[config.mk]
export PLATFORM = sky130hd
export DESIGN_NAME = reg_file
export DESIGN_NICKNAME = d
export VERILOG_FILES = /design/src/rtl/reg_file.sv
export SDC_FILE = /design/constraint.sdc
export NUM_CORES = 1
export LEC_CHECK = 0
export BUFFER_PORTS_ARGS = -buffer_cell sky130_fd_sc_hd__buf_2
export CORE_AREA = 8 8 107 109
export CTS_BUF_LIST = sky130_fd_sc_hd__clkbuf_8
export CTS_CLUSTER_DIAMETER = 30
export CTS_CLUSTER_SIZE = 28
export DETAILED_ROUTE_END_ITERATION = 8
export DIE_AREA = 0 0 115 117
export PLACE_DENSITY = 0.77
export SYNTH_ARGS = -nofsm -noshare
export SYNTH_HDL_FRONTEND = slang
export SYNTH_SLANG_ARGS = --single-unit
[constraint.sdc]
create_clock -name clk -period 2.3 [get_ports clk]
set_clock_uncertainty 0.2 [all_clocks]
set_input_delay 0.115 -clock clk [delete_from_list [all_inputs] [get_ports clk]]
set_output_delay 0.115 -clock clk [all_outputs]
set_load 0.1 [all_outputs]
[src/rtl/reg_file.sv]
// Parametrised register file: one bit-masked write port, two registered read
// ports with write-to-read forwarding, and a clear sweep that zeroes every entry.
module reg_file #(
  parameter int WIDTH = 8,
  parameter int DEPTH = 8
) (
  input  logic                     clk,
  input  logic                     reset,
  input  logic                     clear,
  input  logic                     we,
  input  logic [$clog2(DEPTH)-1:0] waddr,
  input  logic [WIDTH-1:0]         wdata,
  input  logic [WIDTH-1:0]         wmask,
  input  logic                     re_a,
  input  logic [$clog2(DEPTH)-1:0] raddr_a,
  output logic [WIDTH-1:0]         rdata_a,
  input  logic                     re_b,
  input  logic [$clog2(DEPTH)-1:0] raddr_b,
  output logic [WIDTH-1:0]         rdata_b,
  output logic                     busy,
  output logic                     wr_drop
);

  localparam int AW = $clog2(DEPTH);

  typedef enum logic {S_IDLE = 1'b0, S_CLEAR = 1'b1} state_t;

  state_t          r_state;
  state_t          w_state_nxt;
  logic [AW-1:0]   r_clr_addr;
  logic [AW-1:0]   w_clr_addr_nxt;
  logic            w_busy;
  logic            w_last;
  logic [WIDTH-1:0] w_wr_merged;
  logic [WIDTH-1:0] r_mem [DEPTH];
  logic [WIDTH-1:0] r_rdata_a;
  logic [WIDTH-1:0] r_rdata_b;
  logic            r_wr_drop;

  function automatic logic [WIDTH-1:0] f_merge(input logic [WIDTH-1:0] old_v,
                                               input logic [WIDTH-1:0] new_v,
                                               input logic [WIDTH-1:0] mask);
    return (old_v & ~mask) | (new_v & mask);
  endfunction

  assign w_busy      = (r_state == S_CLEAR);
  assign w_last      = (r_clr_addr == AW'(DEPTH - 1));
  assign w_wr_merged = f_merge(r_mem[waddr], wdata, wmask);

  // Control: state register and sweep counter
  always_ff @(posedge clk) begin
    if (reset) begin
      r_state    <= S_CLEAR;
      r_clr_addr <= '0;
    end else begin
      r_state    <= w_state_nxt;
      r_clr_addr <= w_clr_addr_nxt;
    end
  end

  // A clear request during a sweep is ignored; the counter wraps to 0 on the last entry.
  always_comb begin
    w_state_nxt    = r_state;
    w_clr_addr_nxt = r_clr_addr;
    case (r_state)
      S_IDLE: begin
        if (clear) begin
          w_state_nxt    = S_CLEAR;
          w_clr_addr_nxt = '0;
        end
      end
      S_CLEAR: begin
        w_clr_addr_nxt = r_clr_addr + AW'(1);
        if (w_last) w_state_nxt = S_IDLE;
      end
      default: w_state_nxt = S_IDLE;
    endcase
  end

  // Storage: sweep has priority over user writes, no direct reset of the array
  always_ff @(posedge clk) begin
    if (!reset) begin
      if (w_busy)  r_mem[r_clr_addr] <= '0;
      else if (we) r_mem[waddr]      <= w_wr_merged;
    end
  end

  // Read stage: registered outputs with forwarding of the same-cycle write
  always_ff @(posedge clk) begin
    if (reset) begin
      r_rdata_a <= '0;
      r_rdata_b <= '0;
      r_wr_drop <= 1'b0;
    end else begin
      if (re_a) begin
        if (w_busy)                     r_rdata_a <= '0;
        else if (we && raddr_a == waddr) r_rdata_a <= w_wr_merged;
        else                            r_rdata_a <= r_mem[raddr_a];
      end
      if (re_b) begin
        if (w_busy)                     r_rdata_b <= '0;
        else if (we && raddr_b == waddr) r_rdata_b <= w_wr_merged;
        else                            r_rdata_b <= r_mem[raddr_b];
      end
      r_wr_drop <= we && w_busy;
    end
  end

  assign rdata_a = r_rdata_a;
  assign rdata_b = r_rdata_b;
  assign busy    = w_busy;
  assign wr_drop = r_wr_drop;

endmodule

==> metrics.md <==
| Metric | Value |
|---|---|
| Status | `finished clean` |
| Pwr Density | `~600 nW/um^2` |
| Finished Cell Area | `~5300 sq um` |
| Max VDD drop | `roughly 250 uV` |
| Core area | `about 9900 sq um` |
| Max Fclk | `around 0.53 GHz` |
| Fin. Hold Viols | `0` |
| Die X | `approximately 120 um` |
| Worst r2r dst | `r_mem[4][4]` |
| Combinational family with the most area after synthesis | `multiplexers` |
| Post-layout util | `53.5%` |
| R2R setup slack | `about 400 ps` |
| Max Slew Vio Count | `0` |
| Worst setup endpoint | `r_mem[4][4]` |
| Critical Path Source Type | `flip-flop` |
| Placement Setup Slack | `roughly 250 ps` |
| XOR/XNOR share of the synthesized area | `1.10%` |
| Initial antenna violation count | `0` |
| Buffers on Ports | `48` |
| Per-cell routed wire length | `about 23 um` |
| Distinct cells, synth | `34` |
| Row count | `37` |
| Synth top area cells | `edfxtp_1 40%, mux4_2 14%, mux2i_1 13%` |
| Syn Inst Count | `approximately 320` |
| Slowest CP cell | `dfxtp_2` |
| Yosys reg bits | `85` |
| Final setup viols | `0` |
| Number of routed nets with antenna violations | `0` |
| Total Wirelength | `around 12,000 um` |
| H-tree depth | `3` |
| Nets | `just over 400` |
| Final Power | `3.12 mW` |
| Total clock sinks | `85` |
| Bufs on Longest Clock Path | `2` |
| Area Growth Syn to Fin | `11.3%` |
| Post-synth ARST share | `0%` |
| Max FO, Critical Path | `13` |
| Most frequent CP cell | `nor2_1` |
| DRT Pass-1 Iters | `4` |
| Syn nets | `between 300 and 400` |
| Die area | `approximately 13,000 sq um` |
| CP cell instances | `nor2_1, and2_1, nor3b_1, a21oi_1, nor2_1, buf_4` |
| Initial DRC Count | `around 320` |
| Routability cong. | `between 0.8 and 0.9` |
| WP data arrival | `roughly 1800 ps` |
| Clock transition at path regs | `~100 ps` |
| Ys flop type | `edfxtp_1` |
| Tightest Pin Transition | `roughly 790 ps` |
| Worst setup margin | `about 400 ps` |
| All-Layer GR Usage | `a little under a fifth` |
| Reg2reg start | `busy` |
| Yosys top cell area share | `around 40%` |
| Max_cap viols | `0` |
| Mux share of post-synthesis cell area | `28.7%` |
| Setup crit start | `busy` |
| Setup TNS | `0 ps` |
| Hold Path Class | `input pin to flip-flop` |
| First-pass GRT wire length | `about 19,000 um` |
| Avg Inst Size Synth | `about 15 sq um` |
| Post-CTS Setup Inserts | `0` |
| Post-synth top area cell | `edfxtp_1` |
| Number of vias per cell | `6.13` |
| Setup crit end kind | `flip-flop` |
| CP max stage delay | `450 ps` |
| Crit share post-route | `around 83%` |
| CTS tree | `yes` |
| Post-Synth Simple-Gate Area | `approximately 6.3%` |
| Unrepaired setup endpoints after global routing | `no` |
| Grt ovf | `0` |
| Largest net degree at the start of global routing | `37` |
| Fin crit period | `approximately 1900 ps` |
| Critical path class | `flip-flop to flip-flop` |
| Share of cells above drive strength 1 | `between 30% and 40%` |
| Worst rel slew slack | `47.3%` |
| Post-synth EDFFs | `64` |
| Number of CTS-inserted buffers | `9` |
| Synth warn | `0` |
| IO Pins | `a little under 50` |
| Mapped cell area | `4760 sq um` |
| Synth top cells by count | `64 x edfxtp_1, 64 x mux2i_1, 30 x a22o_1, 30 x mux4_2, 25 x nor2_1` |
| Skew-Pair Late Insertion Delay | `360 ps` |
| Post-DP HPWL | `8220 um` |
| Root buffer cell | `clkbuf_8` |
| Leak | `2.19 nW` |
| Complex-gate fraction of the synthesized area | `under 10%` |
| Adder-cell share of the synthesized area | `less than 1%` |
| Vias in the first global route | `around 3,400` |
| Via Count | `3,170` |
| # DRC | `0` |
| Worst Reg-to-Reg Cells | `6` |
| Post-synthesis sequential area ratio | `between 40 and 50%` |
| Starting density of the core | `between 40% and 50%` |
| Die Ht | `117 um` |
| Data required, critical path | `approximately 2200 ps` |
| Dpl cell area | `roughly 5100 sq um` |
==> cells by family after synthesis <==
logic type,count (synthesis)
compound gates,51
xor+xnor,6
fa+ha+maj,2
buf+inv,25
flops,85
mux,96
simple gates,54
==> power by group <==
part | internal [mW] | total (mW) | switching, mW
Sequential | 1.66 | 1.69 | 0.0236
Clock | 0.406 | 0.993 | 0.586
Combinational | 0.207 | 0.435 | 0.228
==> worst min-delay path by stage <==
stage	cells past startpoint	end	start
3_5_place_dp	2	wr_drop	reset
3_3_place_gp	2	wr_drop	reset
5_1_grt	5	rdata_a[4]	wdata[4]
4_1_cts	5	rdata_b[4]	wdata[4]
6_report	5	rdata_a[4]	wdata[4]
2_1_floorplan	2	wr_drop	reset
==> registers in the layout (all words and copies together), names as in the netlist <==
name and count:
r_mem 64, rdata_a 8, rdata_b 8, r_clr_addr 3, busy 1, wr_drop 1
==> worst max-delay path, delay by kind of cell (launching register included) <==
family / cells / cell delay (ps)
AOI/OAI and AO/OA: 1 / 80
and+or+nand+nor: 4 / 630
buffers and inverters: 1 / 220
DFF: 1 / 450
==> cell usage in the layout, fill, tap and decap left out, types with 8 or more instances in the layout <==
master	instances
a22o_1	30
buf_2	48
buf_4	16
clkbuf_8	9
dfxtp_1	20
edfxtp_1	64
mux2i_1	64
mux4_2	30
nand2_1	10
nor2_1	25
o31a_1	8
==> what timing repair did <==
action                                 in CTS  in global routing
endpoints found under the hold margin       5                  0
hold buffers                                3                  0
gates resized for setup                     0                  0
==> stage by stage <==
stage	hold slack [ps]	std cells
finish	92.0	517
global route	100	516
CTS	80.2	516
detailed placement	203	497
global placement	199	497
floorplan	99.4	319
==> final cells by class <==
cell class                      count  area, sq um
Clock buffer                        9          124
Multi-Input combinational cell    209         2160
Sequential cell                    85         2340
Antenna cell                        1         2.50
Tap cell                          136          170
Clock inverter                      7         57.6
Fill cell                         834         4600
Timing Repair Buffer               70          450
==> per-layer routing <==
layer / global-route usage [%] / share of wire [%]
met5: 0 / 0
met3: 4.36 / 9.7
met1: 22.2 / 38
met4: 9.19 / 2.6
met2: 32.0 / 50
(Power assumes the default switching activity.)
